<file path="src/rtl/hdlc_mon_pkg.sv">
// Shared types, line patterns and a saturating-add helper for the HDLC line
// monitor. Imported by the per-channel monitor and the top level.
package hdlc_mon_pkg;

  typedef enum logic [1:0] {
    IDLE  = 2'd0,
    FLAG  = 2'd1,
    FRAME = 2'd2,
    ABORT = 2'd3
  } line_state_t;

  localparam logic [7:0] FLAG_PAT  = 8'h7E;
  localparam logic [7:0] ABORT_PAT = 8'h7F;
  localparam logic [7:0] IDLE_PAT  = 8'hFF;
  localparam logic [6:0] STUFF_PAT = 7'b0111110;

  // a + b clamped to 2^w - 1 (w <= 32); callers truncate to their width.
  function automatic logic [31:0] sat_add(input logic [31:0] a,
                                          input logic [31:0] b,
                                          input int unsigned w);
    logic [32:0] s;
    logic [32:0] mx;
    s  = {1'b0, a} + {1'b0, b};
    mx = (33'd1 << w) - 33'd1;
    return (s > mx) ? mx[31:0] : s[31:0];
  endfunction

endpackage

</file>
<file path="src/rtl/hdlc_line_monitor_ch.sv">
// One channel of the HDLC line monitor: 8-bit sampling window, line-state FSM,
// FlagDetect/AbortSignal latency checks and registered event pulses.
// Ports:
//   clk, rst          clock, async active-high reset
//   enable            channel enable; low holds the channel in its reset state
//   line              serial bit, one per clock
//   valid_frame       DUT frame-valid (qualifies abort expectations)
//   flag_detect       DUT flag response under check
//   abort_signal      DUT abort response under check
//   *_seen, *_err     1-cycle registered pulses
//   line_state        current line_state_t
module hdlc_line_monitor_ch
  import hdlc_mon_pkg::*;
#(
  parameter int FLAG_LAT  = 2,
  parameter int ABORT_LAT = 1
) (
  input  logic       clk,
  input  logic       rst,
  input  logic       enable,
  input  logic       line,
  input  logic       valid_frame,
  input  logic       flag_detect,
  input  logic       abort_signal,
  output logic       flag_seen,
  output logic       abort_seen,
  output logic       idle_seen,
  output logic       stuff_seen,
  output logic       flag_err,
  output logic       abort_err,
  output logic [1:0] line_state
);

  logic [7:0]           sr, sr_next;
  line_state_t          state, state_nx;
  logic [2:0]           gap, gap_nx;
  logic [FLAG_LAT-1:0]  flag_vld_pipe;
  logic [ABORT_LAT-1:0] abort_vld_pipe;
  logic                 is_flag, is_abort, is_idle, is_stuff;

  // Patterns are judged on the window including the bit sampled this edge.
  always_comb begin
    sr_next  = {sr[6:0], line};
    is_flag  = (sr_next == FLAG_PAT);
    is_abort = (sr_next == ABORT_PAT);
    is_idle  = (sr_next == IDLE_PAT) && (sr != IDLE_PAT);
    is_stuff = (sr_next[6:0] == STUFF_PAT) && (state == FRAME);
  end

  // Next state; idle beats abort beats flag. In FLAG, gap counts non-flag
  // samples and the eighth one moves the line into FRAME.
  always_comb begin
    state_nx = state;
    gap_nx   = gap;
    if (is_idle) begin
      state_nx = IDLE;
    end else if (is_abort && state == FRAME) begin
      state_nx = ABORT;
    end else if (is_flag) begin
      state_nx = FLAG;
      gap_nx   = 3'd0;
    end else if (state == FLAG) begin
      if (gap == 3'd7) state_nx = FRAME;
      else             gap_nx   = gap + 3'd1;
    end
  end

  always_ff @(posedge clk or posedge rst) begin
    if (rst) begin
      state <= IDLE;
      gap   <= 3'd0;
    end else if (!enable) begin
      state <= IDLE;
      gap   <= 3'd0;
    end else begin
      state <= state_nx;
      gap   <= gap_nx;
    end
  end

  // Each detected flag/abort enters its latency pipe; the top bit is the
  // expectation falling due on this edge, checked against the DUT response.
  always_ff @(posedge clk or posedge rst) begin
    if (rst) begin
      sr             <= IDLE_PAT;
      flag_vld_pipe  <= '0;
      abort_vld_pipe <= '0;
      flag_seen      <= 1'b0;
      abort_seen     <= 1'b0;
      idle_seen      <= 1'b0;
      stuff_seen     <= 1'b0;
      flag_err       <= 1'b0;
      abort_err      <= 1'b0;
    end else if (!enable) begin
      sr             <= IDLE_PAT;
      flag_vld_pipe  <= '0;
      abort_vld_pipe <= '0;
      flag_seen      <= 1'b0;
      abort_seen     <= 1'b0;
      idle_seen      <= 1'b0;
      stuff_seen     <= 1'b0;
      flag_err       <= 1'b0;
      abort_err      <= 1'b0;
    end else begin
      sr             <= sr_next;
      flag_vld_pipe  <= FLAG_LAT'({flag_vld_pipe, is_flag});
      abort_vld_pipe <= ABORT_LAT'({abort_vld_pipe, is_abort & valid_frame});
      flag_seen      <= is_flag;
      abort_seen     <= is_abort;
      idle_seen      <= is_idle;
      stuff_seen     <= is_stuff;
      flag_err       <= flag_vld_pipe[FLAG_LAT-1] & ~flag_detect;
      abort_err      <= abort_vld_pipe[ABORT_LAT-1] & ~abort_signal;
    end
  end

  assign line_state = state;

endmodule

</file>
<file path="src/rtl/hdlc_line_monitor.sv">
// HDLC serial-line monitor/checker for N_CH lines. Instantiates one channel
// monitor per line and keeps the saturating flag and error counters.
// Ports:
//   Clk, Rst                      clock, async active-high reset
//   Enable, Line                  per-channel enable and serial bit
//   ValidFrame_in, FlagDetect_in,
//   AbortSignal_in                DUT indications under check
//   Clear                         synchronous clear of all counters
//   FlagSeen..AbortErr            per-channel 1-cycle pulses
//   LineState                     packed 2-bit state per channel
//   FlagCnt                       packed CNT_W flag count per channel
//   ErrCnt                        total FlagErr + AbortErr pulses
module hdlc_line_monitor
  import hdlc_mon_pkg::*;
#(
  parameter int N_CH      = 2,
  parameter int CNT_W     = 16,
  parameter int FLAG_LAT  = 2,
  parameter int ABORT_LAT = 1
) (
  input  logic                  Clk,
  input  logic                  Rst,
  input  logic [N_CH-1:0]       Enable,
  input  logic [N_CH-1:0]       Line,
  input  logic [N_CH-1:0]       ValidFrame_in,
  input  logic [N_CH-1:0]       FlagDetect_in,
  input  logic [N_CH-1:0]       AbortSignal_in,
  input  logic                  Clear,
  output logic [N_CH-1:0]       FlagSeen,
  output logic [N_CH-1:0]       AbortSeen,
  output logic [N_CH-1:0]       IdleSeen,
  output logic [N_CH-1:0]       StuffSeen,
  output logic [N_CH-1:0]       FlagErr,
  output logic [N_CH-1:0]       AbortErr,
  output logic [N_CH*2-1:0]     LineState,
  output logic [N_CH*CNT_W-1:0] FlagCnt,
  output logic [CNT_W-1:0]      ErrCnt
);

  logic [31:0] err_inc;

  for (genvar g = 0; g < N_CH; g++) begin : g_ch
    hdlc_line_monitor_ch #(
      .FLAG_LAT  (FLAG_LAT),
      .ABORT_LAT (ABORT_LAT)
    ) u_ch (
      .clk          (Clk),
      .rst          (Rst),
      .enable       (Enable[g]),
      .line         (Line[g]),
      .valid_frame  (ValidFrame_in[g]),
      .flag_detect  (FlagDetect_in[g]),
      .abort_signal (AbortSignal_in[g]),
      .flag_seen    (FlagSeen[g]),
      .abort_seen   (AbortSeen[g]),
      .idle_seen    (IdleSeen[g]),
      .stuff_seen   (StuffSeen[g]),
      .flag_err     (FlagErr[g]),
      .abort_err    (AbortErr[g]),
      .line_state   (LineState[2*g +: 2])
    );

    // Counts the registered pulse, so it trails FlagSeen by one cycle.
    always_ff @(posedge Clk or posedge Rst) begin
      if (Rst)
        FlagCnt[g*CNT_W +: CNT_W] <= '0;
      else if (Clear)
        FlagCnt[g*CNT_W +: CNT_W] <= '0;
      else
        FlagCnt[g*CNT_W +: CNT_W] <=
          CNT_W'(sat_add(32'(FlagCnt[g*CNT_W +: CNT_W]), 32'(FlagSeen[g]), CNT_W));
    end
  end

  // Every FlagErr and AbortErr bit is a separate error.
  always_comb begin
    err_inc = '0;
    for (int i = 0; i < N_CH; i++)
      err_inc = err_inc + 32'(FlagErr[i]) + 32'(AbortErr[i]);
  end

  always_ff @(posedge Clk or posedge Rst) begin
    if (Rst)        ErrCnt <= '0;
    else if (Clear) ErrCnt <= '0;
    else            ErrCnt <= CNT_W'(sat_add(32'(ErrCnt), err_inc, CNT_W));
  end

endmodule

</file>
<file path="config.mk">
export PLATFORM = sky130hd
export DESIGN_NAME = hdlc_line_monitor
export DESIGN_NICKNAME = d
export VERILOG_FILES = /design/src/rtl/hdlc_mon_pkg.sv /design/src/rtl/hdlc_line_monitor_ch.sv /design/src/rtl/hdlc_line_monitor.sv
export SDC_FILE = /design/constraint.sdc
export NUM_CORES = 1
export LEC_CHECK = 0
export CORE_ASPECT_RATIO = 1.5
export CORE_UTILIZATION = 29
export DETAILED_ROUTE_END_ITERATION = 16
export SKIP_LAST_GASP = 1
export SYNTH_ARGS = -nofsm -noshare
export SYNTH_HDL_FRONTEND = slang
export SYNTH_SLANG_ARGS = --single-unit
</file>
<file path="constraint.sdc">
create_clock -name Clk -period 5.2 [get_ports Clk]
set_clock_uncertainty 0.1 [all_clocks]
set_input_delay 1.04 -clock Clk [delete_from_list [all_inputs] [get_ports Clk]]
set_output_delay 1.04 -clock Clk [all_outputs]
set_load 0.02 [all_outputs]
</file>
==> flow_metrics.env, run 1 <==
export IMPL_status="finished, final reports clean"
export IMPL_ys_ff_latch=90
export IMPL_vias=3260
export IMPL_worst_ir_drop_vdd_uv=161
export IMPL_synth_simple_area_share_pct=19.6
export IMPL_synth_top_family_by_area="simple AND/OR/NAND/NOR gates"
export IMPL_timing_hold_ws_ns=0.396
export IMPL_worstMarginPinSlew_ns=1.01
export IMPL_leakage_nw=2.23
export IMPL_synth_top_area_share_pct=42.5
export IMPL_r2r_end="ErrCnt[0]"
export IMPL_yosys_top_cells_area="dfrtp_1, dfstp_2, a21oi_1"
export IMPL_hold_viol_final=0
export IMPL_grt_busiest_layer="met2"
export IMPL_p_total_mw=1.46
export IMPL_syn2layout_area_growth_pct=27.0
export IMPL_worstHoldPathType="flop to flop"
export IMPL_start_kind="flop"
export IMPL_power_frac_seq_pct=48.4
export IMPL_clk_pin_slew_worst_paths_ns=0.06
export IMPL_yosys_warnings=0
export IMPL_worst_setup_path_end_kind="flop"
export IMPL_regToRegStartpoint="ErrCnt[0]"
export IMPL_postCtsHoldBufs=0
export IMPL_p_per_area_nw_per_um2=263
export IMPL_dp_slack_ns=2.22
export IMPL_synth_compound_area_share_pct=12.1
export IMPL_grt_pass1_vias=3308
export IMPL_ff2ff_setup_slack_ns=2.22
export IMPL_cts_tree="yes"
export IMPL_slew_headroom_pct=32.6
export IMPL_instances_no_fill=676
export IMPL_grt_max_degree=53
export IMPL_p_clk_share_pct=48.3
export IMPL_avgSynthCellArea_um2=10.6
export IMPL_die_h_um=152
export IMPL_fin_area_um2=5540
export IMPL_async_reset_ff_share_pct=100
export IMPL_internal_power_mw=1.16
export IMPL_finalCritPeriodShare_pct=57.4
export IMPL_rsz0062_at_grt="no"
export IMPL_synth_top_cells_by_count="dfrtp_1, a21oi_1, nor2_1"
export IMPL_setup_viol=0
export IMPL_post_dp_cell_area_um2=5220
export IMPL_routed_wl_um=9610
export IMPL_diodes=0
export IMPL_core_area_um2=14600
export IMPL_synth_top_cell_by_area="dfrtp_1"
export IMPL_cpPeakStageDelay_ns=0.69
export IMPL_hold_path_startpoint="g_ch[1].u_ch.flag_vld_pipe[1]"
export IMPL_cts_resized=0
export IMPL_worstPathCellList="fa_1 > inv_1 > fa_1 > inv_1 > fa_1 > nand4_4 > or4_4 > a21oi_1"
export IMPL_drtIter0Drc=143
export IMPL_reg2reg_depth=8
export IMPL_cts_buffers=9
export IMPL_switchingPower_uw=303
export IMPL_yosysSeqAreaShare_pct=52.1
export IMPL_crit_top_cell="fa_1"
export IMPL_grt_usage_pct=13.2
export IMPL_dr_pass1_iters=4
export IMPL_cts_root_buffer="clkbuf_16"
export IMPL_synth_cell_types=54
export IMPL_grt_pass1_wl_um=16000
export IMPL_nets=500
export IMPL_die_width_um=102
export IMPL_clock_fmax_mhz=335
export IMPL_drive_above_1_share_pct=11.7
export IMPL_met1_usage_pct=15.3
export IMPL_fill_cells=1476
export IMPL_gr_usage_met2_pct=22.6
export IMPL_max_cap_violations=0
export IMPL_place_port_buffers=76
export IMPL_period_needed_ns=2.98
export IMPL_post_cts_buffers=0
export IMPL_crit_type="flop to flop"
export IMPL_postRouteAntennaNets=0
export IMPL_synth_edf_count=0
export IMPL_rows=54
export IMPL_slowest_stage="or4_4"
export IMPL_yosys_area_share_adder_pct=3.96
export IMPL_worstPathMaxFanout=14
export IMPL_startpoint="ErrCnt[0]"
export IMPL_routabilityCongestion=0.825
export IMPL_clockBufferDepth=2
export IMPL_synth_most_common_cell="dfrtp_1"
export IMPL_clock_latency_ns=0.34
export IMPL_worstPathArrival_ns=3.14
export IMPL_htreeDepth=3
export IMPL_slew_violations=0
export IMPL_start_util_pct=29.9
export IMPL_via_per_inst=4.82
export IMPL_dpl_hpwl_um=7000
export IMPL_grtUsageMet3_pct=3.99
export IMPL_antenna_found_initial=0
export IMPL_setup_tns_ns=0
export IMPL_synthMuxAreaShare_pct=1.72
export IMPL_synth_net_count=436
export IMPL_wl_per_cell_um=14.2
export IMPL_dp_cells=660
export IMPL_fin_ws_ns=2.22
export IMPL_whs_path_depth=1
export IMPL_clkSinkCount=90
export IMPL_route_detailed_drc=0
export IMPL_synthXorXnorAreaFrac_pct=5.02
export IMPL_postSynthCellCount=411
export IMPL_sw_frac_of_total_pct=20.8
export IMPL_die_area_um2=15500
export IMPL_overflow=0
export IMPL_worstPathRequired_ns=5.35
export IMPL_min_to="g_ch[1].u_ch.flag_err"
export IMPL_io_pins=77
export IMPL_pwr_share_comb_pct=3.2
export IMPL_syn_area_um2=4360
export IMPL_final_util_pct=37.9
export IMPL_synthFlopType="dfrtp_1"
kinds of logic (layout without fill, tap and decap cells):
family,after synthesis,in the layout
AO/OA/AOI/OAI,79,79
XOR/XNOR,25,25
adder cells (fa/ha/maj),12,12
buffers and inverters,46,115
flip-flops,90,90
multiplexers,7,7
AND/OR/NAND/NOR,152,152
how the worst max path moves through the flow:
stage           endpoint
6_report       ErrCnt[0]
5_1_grt        ErrCnt[0]
4_1_cts        ErrCnt[0]
3_5_place_dp   ErrCnt[0]
3_3_place_gp   ErrCnt[0]
2_1_floorplan  ErrCnt[0]
area by class of cell:
cell class | instances | area, µm² | share of cell area [%]
inverter | 22 | 83.8 | 1.51
clock inverter | 4 | 73.8 | 1.33
timing repair buffer | 77 | 763 | 13.8
clock buffer | 12 | 246 | 4.45
tap | 196 | 245 | 4.43
sequential | 90 | 2270 | 41.0
multi-input combinational | 275 | 1850 | 33.4
state kept, by name, summed over array words and instances, names as in the netlist, 3 cells and up:
register,flops
g_ch.u_ch.sr,16
g_ch.u_ch.flag_vld_pipe,3
g_ch.u_ch.gap,6
ErrCnt,16
FlagCnt,32
g_ch.u_ch.line_state,4
power by group through the flow:
stage               combinational (mW)  sequential [mW]  clock (mW)
global route                    0.0538            0.707       0.752
global placement                0.0479            0.719           0
finish                          0.0471            0.707       0.705
floorplan                       0.0294            0.719           0
detailed placement              0.0489            0.719           0
CTS                             0.0490            0.706       0.728
layer usage:
metal	vias to the layer above	share of wire [%]
met5	-	0
met4	0	1.4
met3	10	5.7
met2	90	51
met1	1593	42
li1	1567	-
layout by cell type (no fill, tap or decap), drive strengths merged, types with 3 or more instances in the layout:
cell / netlist / layout
clkdlybuf4s50: 0 / 75
dfrtp: 74 / 74
a21oi: 39 / 39
nor2: 25 / 25
inv: 22 / 22
nand2: 20 / 20
nand2b: 20 / 20
nand3: 19 / 19
dfstp: 16 / 16
nor3: 15 / 15
xnor2: 15 / 15
clkbuf: 9 / 12
xor2: 10 / 10
o21ai: 10 / 10
nor4: 9 / 9
ha: 9 / 9
nand4: 9 / 9
and3: 8 / 8
a31oi: 5 / 5
and2: 5 / 5
mux2: 4 / 4
a211oi: 4 / 4
nor3b: 4 / 4
o31a: 4 / 4
a22o: 4 / 4
or2: 3 / 3
o2bb2ai: 3 / 3
mux2i: 3 / 3
and4: 3 / 3
fa: 3 / 3
or4: 3 / 3
critical path, delay by kind of cell, from the launching register on:
| family | cells | cell delay (ns) |
|---|---|---|
| AND/OR/NAND/NOR | 2 | 0.87 |
| AO/OA/AOI/OAI | 1 | 0.20 |
| buffers and inverters | 2 | 0.13 |
| adder cells (fa/ha/maj) | 3 | 1.19 |
| flip-flops | 1 | 0.40 |
(Power assumes the default switching activity.)
==> run 2, diff against run 1 <==
Clock period 5.2 ns to 2.59 ns, I/O delays scaled along.
==> flow_metrics.env, run 2 (synthesis gave the netlist of run 1 again) <==
export IMPL_cts_root_buffer="clkbuf_16"
export IMPL_worstMarginPinSlew_ns=0.829
export IMPL_drive_above_1_share_pct=16.9
export IMPL_finalCritPeriodShare_pct=105
export IMPL_dp_cells=672
export IMPL_worstPathRequired_ns=2.74
export IMPL_routabilityCongestion=0.847
export IMPL_syn2layout_area_growth_pct=32.4
export IMPL_clock_latency_ns=0.34
export IMPL_start_util_pct=29.9
export IMPL_core_area_um2=14600
export IMPL_cpPeakStageDelay_ns=0.61
export IMPL_crit_type="flop to flop"
export IMPL_clkSinkCount=90
export IMPL_worstPathArrival_ns=2.87
export IMPL_rsz0062_at_grt="yes"
export IMPL_violations="setup timing"
export IMPL_io_pins=77
export IMPL_slew_violations=0
export IMPL_reg2reg_depth=8
export IMPL_start_kind="flop"
export IMPL_fin_area_um2=5770
export IMPL_max_cap_violations=0
export IMPL_setup_tns_ns=-1.20
export IMPL_worstPathCellList="fa_1 > inv_1 > fa_2 > inv_2 > fa_2 > nand4_4 > or4_4 > a31oi_1"
export IMPL_diodes=0
export IMPL_timing_hold_ws_ns=0.382
export IMPL_ff2ff_setup_slack_ns=-0.13
export IMPL_final_cell_mix="clkdlybuf4s50_1, dfrtp_1, a21oi_1"
export IMPL_worst_setup_path_end_kind="flop"
export IMPL_final_common_cell="clkdlybuf4s50_1"
export IMPL_wl_per_cell_um=14.5
export IMPL_whs_path_depth=1
export IMPL_min_to="g_ch[1].u_ch.flag_err"
export IMPL_p_total_mw=3.05
export IMPL_route_detailed_drc=0
export IMPL_hold_viol_final=0
export IMPL_dr_pass1_iters=4
export IMPL_routed_wl_um=10000
export IMPL_rows=54
export IMPL_clk_pin_slew_worst_paths_ns=0.06
export IMPL_grt_pass1_wl_um=16700
export IMPL_cts_tree="yes"
export IMPL_clock_fmax_mhz=368
export IMPL_die_width_um=102
export IMPL_worstPathMaxFanout=7
export IMPL_leakage_nw=2.33
export IMPL_r2r_end="ErrCnt[13]"
export IMPL_slew_headroom_pct=44.7
export IMPL_vias=3390
export IMPL_worstHoldPathType="flop to flop"
export IMPL_status="finished, violations left"
export IMPL_post_dp_cell_area_um2=5330
export IMPL_largest_reg_flops=32
export IMPL_nets=518
export IMPL_grt_usage_pct=13.7
export IMPL_clockBufferDepth=2
export IMPL_top_regs="FlagCnt: 32 flops, ErrCnt: 16 flops, g_ch.u_ch.sr: 16 flops"
export IMPL_cts_buffers=9
export IMPL_regToRegStartpoint="g_ch[1].u_ch.abort_err"
export IMPL_largest_register="FlagCnt"
export IMPL_grt_max_degree=91
export IMPL_via_per_inst=4.88
export IMPL_grt_pass1_vias=3420
export IMPL_slowest_stage="or4_4"
export IMPL_overflow=0
export IMPL_antenna_found_initial=0
export IMPL_p_per_area_nw_per_um2=528
export IMPL_die_h_um=152
export IMPL_setup_viol=14
export IMPL_drtIter0Drc=128
export IMPL_fin_ws_ns=-0.126
export IMPL_place_port_buffers=76
export IMPL_instances_no_fill=694
export IMPL_period_needed_ns=2.72
export IMPL_worst_ir_drop_vdd_uv=239
export IMPL_die_area_um2=15500
export IMPL_hold_path_startpoint="g_ch[1].u_ch.flag_vld_pipe[1]"
export IMPL_htreeDepth=3
export IMPL_crit_top_cell="fa_2"
export IMPL_dpl_hpwl_um=7060
export IMPL_postRouteAntennaNets=0
-- run 2: changes by cell type in the layout (fill, tap and decap cells not counted), moves of 2 or more --
cell and change:
nor4_1 -2, buf_4 +16, clkinv_2 -2, fa_2 +2, clkinvlp_4 +2, a21oi_1 -2
fa_1 -2, a21oi_2 +2
-- run 2: cell type report --
cell class	count	area (µm²)
Fill cell	1453	8820
Tap cell	196	245
Multi-Input combinational cell	276	1910
Timing Repair Buffer	94	903
Clock inverter	4	97.6
Sequential cell	90	2270
Clock buffer	12	256
Inverter	22	86.3
-- run 2: worst max path at each step --
stage                 endpoint                    from  depth (start not counted)  slack [ns]
floorplan           ErrCnt[10]               ErrCnt[0]                         10       -0.23
detailed placement  ErrCnt[11]  g_ch[1].u_ch.abort_err                          8       -0.23
global route        ErrCnt[13]  g_ch[1].u_ch.abort_err                          8       -0.22
global placement    ErrCnt[11]  g_ch[1].u_ch.abort_err                          8       -0.21
finish              ErrCnt[13]  g_ch[1].u_ch.abort_err                          8       -0.13
CTS                 ErrCnt[13]  g_ch[1].u_ch.abort_err                          8       -0.18
-- run 2: what timing repair did --
action,4_1_cts,5_1_grt
hold buffers,0,0
gates cloned,1,0
setup buffers,3,2
pin swaps,6,6
setup endpoints to repair,15,15
gates resized for setup,3,4
-- run 2: worst max-delay path, delay by kind of cell (launching register included) --
kind / cells / cell delay (ns)
compound gates: 1 / 0.17
fa+ha+maj: 3 / 1.10
flops: 1 / 0.40
buf+inv: 2 / 0.11
simple gates: 2 / 0.75
-- run 2: power breakdown --
group | internal (mW) | switching [mW] | leakage, nW
logic | 0.0336 | 0.0678 | 0.963
clock network | 0.996 | 0.534 | 0.169
registers | 1.42 | 0.00356 | 1.20
-- run 2: per-stage QoR --
| step | util, % | setup slack, ns |
|---|---|---|
| global route | 39.6 | -0.218 |
| floorplan | - | -0.233 |
| global placement | 36.5 | -0.214 |
| CTS | 39.2 | -0.185 |
| finish | 39.6 | -0.126 |
| detailed placement | 36.5 | -0.226 |
-- run 2: routing by layer --
layer | GRT usage (%) | vias to the layer above | routed length (µm)
li1 | - | 1619 | -
met1 | 17.0 | 1669 | 4280
met2 | 22.9 | 84 | 5100
met3 | 2.80 | 18 | 441
met4 | 5.71 | 0 | 210
met5 | 0 | - | 0
